## src/rtl/seven_seg_pkg.sv

```systemverilog
// Shared seven-segment definitions: segment codes for digits 0..9, anode
// encoding and the digit/position widths used by the display and capture paths.
package seven_seg_pkg;

  localparam int DIGIT_W = 4;
  localparam int POS_N   = 4;
  localparam int POS_W   = 2;
  localparam int SEG_W   = 7;

  localparam logic [POS_N-1:0] AN_OFF = 4'hF;

  // Segments g..a, active-high
  localparam logic [SEG_W-1:0] SEG_D0 = 7'h3F;
  localparam logic [SEG_W-1:0] SEG_D1 = 7'h06;
  localparam logic [SEG_W-1:0] SEG_D2 = 7'h5B;
  localparam logic [SEG_W-1:0] SEG_D3 = 7'h4F;
  localparam logic [SEG_W-1:0] SEG_D4 = 7'h66;
  localparam logic [SEG_W-1:0] SEG_D5 = 7'h6D;
  localparam logic [SEG_W-1:0] SEG_D6 = 7'h7D;
  localparam logic [SEG_W-1:0] SEG_D7 = 7'h07;
  localparam logic [SEG_W-1:0] SEG_D8 = 7'h7F;
  localparam logic [SEG_W-1:0] SEG_D9 = 7'h6F;

  typedef struct packed {
    logic             sel;
    logic [POS_W-1:0] pos;
  } an_sel_t;

  // Only a single low anode selects a position; blanking and multi-low are idle.
  function automatic an_sel_t an_select(input logic [POS_N-1:0] an);
    an_sel_t r;
    r.sel = 1'b1;
    r.pos = '0;
    case (an)
      4'b1110: r.pos = 2'd0;
      4'b1101: r.pos = 2'd1;
      4'b1011: r.pos = 2'd2;
      4'b0111: r.pos = 2'd3;
      default: r.sel = 1'b0;
    endcase
    return r;
  endfunction

endpackage

```

## src/rtl/seven_seg_decode.sv

```systemverilog
// Combinational seven-segment to BCD decoder; ok is low for any pattern that is
// not one of the ten digit codes.
module seven_seg_decode
  import seven_seg_pkg::*;
(
  input  logic [SEG_W-1:0]   seg,
  output logic [DIGIT_W-1:0] digit,
  output logic               ok
);

  always_comb begin
    digit = '0;
    ok    = 1'b1;
    case (seg)
      SEG_D0:  digit = 4'd0;
      SEG_D1:  digit = 4'd1;
      SEG_D2:  digit = 4'd2;
      SEG_D3:  digit = 4'd3;
      SEG_D4:  digit = 4'd4;
      SEG_D5:  digit = 4'd5;
      SEG_D6:  digit = 4'd6;
      SEG_D7:  digit = 4'd7;
      SEG_D8:  digit = 4'd8;
      SEG_D9:  digit = 4'd9;
      default: ok = 1'b0;
    endcase
  end

endmodule

```

## src/rtl/seven_seg_capture.sv

```systemverilog
// Sniffs a multiplexed active-low-anode seven-segment bus, debounces each dwell
// and reassembles the four displayed digits into a 16-bit BCD frame.
module seven_seg_capture
  import seven_seg_pkg::*;
#(
  parameter int SETTLE_CYCLES = 4
) (
  input  logic        clk,
  input  logic        rst,
  input  logic [7:0]  seg,
  input  logic [3:0]  an,
  output logic [15:0] value,
  output logic        value_valid,
  output logic        code_err
);

  localparam int CNT_W = $clog2(SETTLE_CYCLES + 1);
  localparam logic [CNT_W-1:0] CNT_MAX = CNT_W'(SETTLE_CYCLES);

  logic [POS_N-1:0]                 an_p0;
  logic [7:0]                       seg_p0;
  logic [CNT_W-1:0]                 cnt;
  logic                             acc;
  logic [POS_N-1:0]                 seen;
  logic [POS_N-1:0][DIGIT_W-1:0]    shadow;

  logic [DIGIT_W-1:0]               dec_digit;
  logic                             dec_ok;
  an_sel_t                          sel;
  logic                             changed;
  logic                             accept;
  logic [POS_N-1:0]                 seen_upd;
  logic [POS_N-1:0][DIGIT_W-1:0]    shadow_upd;

  seven_seg_decode u_decode (
    .seg   (seg_p0[SEG_W-1:0]),
    .digit (dec_digit),
    .ok    (dec_ok)
  );

  always_comb begin
    sel        = an_select(an_p0);
    changed    = (an != an_p0) || (seg != seg_p0);
    accept     = (cnt == CNT_MAX) && !acc && sel.sel;
    shadow_upd = shadow;
    shadow_upd[sel.pos] = dec_digit;
    seen_upd   = seen | (POS_N'(1) << sel.pos);
  end

  // Stage p0: pin sampling and dwell stability tracking
  always_ff @(posedge clk or posedge rst) begin
    if (rst) begin
      an_p0  <= AN_OFF;
      seg_p0 <= '0;
      cnt    <= '0;
      acc    <= 1'b0;
    end else begin
      an_p0  <= an;
      seg_p0 <= seg;
      if (changed) begin
        cnt <= CNT_W'(1);
        acc <= 1'b0;
      end else begin
        if (cnt != CNT_MAX)
          cnt <= cnt + CNT_W'(1);
        if (accept)
          acc <= 1'b1;
      end
    end
  end

  // Stage p1: per-position capture and frame assembly
  always_ff @(posedge clk or posedge rst) begin
    if (rst) begin
      seen        <= '0;
      shadow      <= '0;
      value       <= '0;
      value_valid <= 1'b0;
      code_err    <= 1'b0;
    end else begin
      value_valid <= 1'b0;
      code_err    <= 1'b0;
      if (accept) begin
        if (dec_ok) begin
          shadow <= shadow_upd;
          if (&seen_upd) begin
            value       <= shadow_upd;
            value_valid <= 1'b1;
            seen        <= '0;
          end else begin
            seen <= seen_upd;
          end
        end else begin
          code_err <= 1'b1;
          seen     <= '0;
        end
      end
    end
  end

endmodule

```

## config.mk

```make
export PLATFORM = sky130hd
export DESIGN_NAME = seven_seg_capture
export DESIGN_NICKNAME = d
export VERILOG_FILES = /design/src/rtl/seven_seg_pkg.sv /design/src/rtl/seven_seg_decode.sv /design/src/rtl/seven_seg_capture.sv
export SDC_FILE = /design/constraint.sdc
export NUM_CORES = 1
export LEC_CHECK = 0
export ABC_AREA = 1
export BUFFER_PORTS_ARGS = -buffer_cell sky130_fd_sc_hd__clkbuf_2
export CAP_MARGIN = 30
export CORE_AREA = 2 2 78 80
export DETAILED_ROUTE_END_ITERATION = 12
export DIE_AREA = 0 0 80 82
export HOLD_SLACK_MARGIN = 0.03
export PLACE_DENSITY = 0.71
export SETUP_SLACK_MARGIN = 0.2
export SYNTH_ARGS = -nofsm -noshare
export SYNTH_HDL_FRONTEND = slang
export SYNTH_SLANG_ARGS = --single-unit
export TNS_END_PERCENT = 100
```

## constraint.sdc

```tcl
create_clock -name clk -period 2 [get_ports clk]
set_input_delay 0.4 -clock clk [delete_from_list [all_inputs] [get_ports clk]]
set_output_delay 0.4 -clock clk [all_outputs]
set_load 0.02 [all_outputs]
```

==> impl_metrics.ini <==
[drt]
finalWirelength_mm = 6.56
antenna_left = 0
drt_via_density = 5.09
dr.first_iter.drc_count = 158
drt_pre_antenna_iters = 5
detailroute.via_count = 2502
wire_per_inst_um = 13.3
drcViolationCount = 0

[synthesis]
synth.avg_cell_area_um2 = 7.68
simple_logic_cell_fraction_of_the_synthesized_area = 0.365
netlist.area_leader.share = 0.451
synth_compound_area_frac = 0.0312
post_synth_mux_area_share = 0
synth_edf_count = 0
synth_area_in_xor_xnor = 0.0348
post-synth-top-count-cell = sky130_fd_sc_hd__nand2_1
post_synth_main_area_contributors = sky130_fd_sc_hd__dfrtp_1 45%, sky130_fd_sc_hd__nand2_1 21%, sky130_fd_sc_hd__inv_1 4.5%
synthArstFlopShare = 1.00
syn_nets = 377
ys_seq_area_frac = 0.489
ys_dominant_reg_cell = sky130_fd_sc_hd__dfrtp_1
synth_top_cell_by_area = sky130_fd_sc_hd__dfrtp_1
yosys.cell_types.count = 26
yosys_register_bits = 54
synth_fa_ha_area_frac = 0.00903
mapped_cell_area_um2 = 2770
ys_top_cells_by_count = 156 x sky130_fd_sc_hd__nand2_1, 50 x sky130_fd_sc_hd__dfrtp_1, 33 x sky130_fd_sc_hd__inv_1, 28 x sky130_fd_sc_hd__nor2_1
synthesis.instances = 361
main_combinational_cell_family_by_area_after_synthesis = simple AND/OR/NAND/NOR gates
ys_warn_count = 0

[cells_and_area]
fin_cells = 492
antennaDiodeCount = 0
areaGrowthSynthToFinish_pct = 26.1
fin_nets = 432
fillerInstances = 490
multiInputGateArea_um2 = 1360
ff_latch_area_um2 = 1360
layout-drive-gt1-share = 0.247

[setup_path]
crit_path_buffers_inverters = 3
critical_path.startpoint_type = register
timing.critical_path.required_ns = 2.25
critical_path_maximum_fanout = 8
worst_setup_path_end_kind = register
worstPathArrival_ns = 2.00
cell_family_with_the_largest_share_of_critical_path_delay = flip-flops
worst_path_max_delay_cell = sky130_fd_sc_hd__dfstp_2
path_common_cell = sky130_fd_sc_hd__buf_4
critPathKind = register to register
timing.critical_path.cells = buf_4 -> nand4_4 -> nand2_2 -> nand3_2 -> a21oi_4 -> buf_12 -> buf_4 -> nand4_1 -> nand2_1
cpPeakStageDelay_ns = 0.60

[die]
io_pins = 32
die_width_um = 80
dieHeight_um = 82
core_region_area_um2 = 5750
effective_utilization_at_floorplan = 0.482
dieArea_um2 = 6560
std_cell_rows = 28

[cts]
cts.sinks = 54
tritoncts = yes
cts_htree_levels = 2
cts.reportedPaths.clkPinSlew_ns = 0.10
cts-root-buf = sky130_fd_sc_hd__clkbuf_8
cts_buffers = 5
cts_max_path_buffers = 2
clkLatencyLatePin_ns = 0.31

[placement]
dp_hpwl_mm = 4.12
placed_cells_incl_taps = 463
finalWeightedCongestion = 0.828
placement.io_buffers = 31

[sta]
final_min_period_over_clock_period = 0.871
finalSetupViolCount = 0
highest_clock_rate_ghz = 0.574
clock-skew-final_ns = 0.00735
hold_violations = 0
maxSlewViolCount = 0
setup_total_negative_slack_ns = 0
finalCriticalPeriod_ns = 1.74
worst-slew-pin-transition_ns = 0.382
headroom_to_the_max_slew_limit = 0.742
rsz0062_at_grt = yes

[pwr]
cell_internal_pwr_mw = 1.46
power.ir.vdd_worst_v = 0.000287
sw_pwr_mw = 0.513
cellLeakagePower_nw = 1.89
power.density_cell_area_nw_per_um2 = 565
power.clock.fraction = 0.339
power.share.switching = 0.260
p_seq_frac = 0.573
power.share.combinational = 0.088

[hold_path]
worst_hold_path_type = input pin to async pin

[global_route]
first_pass_grt_wire_length_mm = 10.9
total_grt_overflow = 0
grt.total_usage = 0.214
grt_start_max_net_pins = 55
antenna_found_initial = 0
grt_pass1_vias = 2381

[run]
maxCapViolations = 0

[status]
result_of_the_run = complete, no violations
==> layer usage <==
layer,GRT usage,share of wire
met1,0.283,0.44
met2,0.355,0.51
met3,0.0297,0.036
met4,0.0881,0.021
met5,0,0
==> repair_timing <==
action / CTS / global route
hold buffers: 0 / 0
pin swaps: 4 / 6
setup buffers: 9 / 7
cloned: 3 / 2
resized for setup: 7 / 24
hold endpoints to repair: 0 / 0
setup endpoints to repair: 16 / 38
==> final cells by class <==
type	instances	area share
Timing Repair Buffer	57	0.131
Multi-Input combinational cell	264	0.388
Clock inverter	2	0.00465
Tap cell	75	0.0268
Sequential cell	54	0.390
Inverter	34	0.0365
Clock buffer	6	0.0236
==> state kept, by name, indices dropped and copies added, names as in the netlist <==
signal and count:
cnt 3, acc 1, seen 4, value 16
an_p0 4, seg_p0 8, value_valid 1, code_err 1
shadow 16
==> kinds of logic (layout without fill, tap and decap cells) <==
group / Yosys count / count (layout)
AO/OA/AOI/OAI: 15 / 15
adder cells (fa/ha/maj): 2 / 2
AND/OR/NAND/NOR: 233 / 236
flip-flops: 54 / 54
buffers and inverters: 46 / 99
XOR/XNOR: 11 / 11
==> stage by stage <==
step,hold WS [ns],power [mW],cell area [µm²],utilization,setup slack (ns)
detailed placement,0.458,1.29,3080,0.535,0.150
global placement,0.454,1.29,3080,0.535,0.219
global route,0.139,2.05,3500,0.608,0.149
finish,0.105,1.97,3500,0.608,0.259
floorplan,0.404,1.24,2800,-,0.238
CTS,0.122,1.97,3330,0.579,0.210
==> power groups by stage <==
stage / registers [mW] / logic (mW) / clock network (mW)
final: 1.13 / 0.173 / 0.670
after global routing: 1.13 / 0.194 / 0.718
after CTS: 1.13 / 0.156 / 0.686
after detailed placement: 1.15 / 0.140 / 0
after global placement: 1.15 / 0.136 / 0
after floorplan: 1.14 / 0.0965 / 0
==> worst min-delay path, cell delays in order <==
cell and delay [ns]:
sky130_fd_sc_hd__clkbuf_2 0.08, sky130_fd_sc_hd__inv_2 0.06, sky130_fd_sc_hd__buf_12 0.27
==> path summary, 6_finish.rpt <==
check	from	to	slack, ns	cells after the start
worst min register to register	value[15]	value[15]	0.48	2
worst max-delay path	an_p0[2]	value[5]	0.26	9
worst max register to register	an_p0[2]	value[5]	0.26	9
worst min-delay path	rst	cnt[1]	0.10	3
min in group clk	an[3]	an_p0[3]	0.18	1
max in group asynchronous	rst	an_p0[1]	1.60	3
==> cell usage in the layout, fill, tap and decap left out, types with 2 or more instances in the layout <==
cell type,netlist,layout
sky130_fd_sc_hd__nand2_1,156,150
sky130_fd_sc_hd__clkbuf_2,0,31
sky130_fd_sc_hd__nor2_2,1,3
sky130_fd_sc_hd__o21ai_0,8,7
sky130_fd_sc_hd__inv_2,1,3
sky130_fd_sc_hd__nand4_4,0,3
sky130_fd_sc_hd__dfstp_2,4,4
sky130_fd_sc_hd__xnor2_1,2,2
sky130_fd_sc_hd__nand4_1,18,18
sky130_fd_sc_hd__nand3_1,18,17
sky130_fd_sc_hd__nand3_2,2,3
sky130_fd_sc_hd__clkbuf_8,0,6
sky130_fd_sc_hd__dfrtp_1,50,45
sky130_fd_sc_hd__nor2_1,28,24
sky130_fd_sc_hd__nand3_4,1,4
sky130_fd_sc_hd__buf_12,0,6
sky130_fd_sc_hd__a21oi_1,2,2
sky130_fd_sc_hd__buf_4,1,15
sky130_fd_sc_hd__nor2_4,1,3
sky130_fd_sc_hd__ha_1,2,2
sky130_fd_sc_hd__buf_6,1,4
sky130_fd_sc_hd__nor3_1,4,2
sky130_fd_sc_hd__o21ai_1,4,5
sky130_fd_sc_hd__nand2_2,0,6
sky130_fd_sc_hd__dfrtp_2,0,5
sky130_fd_sc_hd__xor2_1,9,9
sky130_fd_sc_hd__inv_1,33,31
No activity file was read; power rests on OpenSTA's default activity.
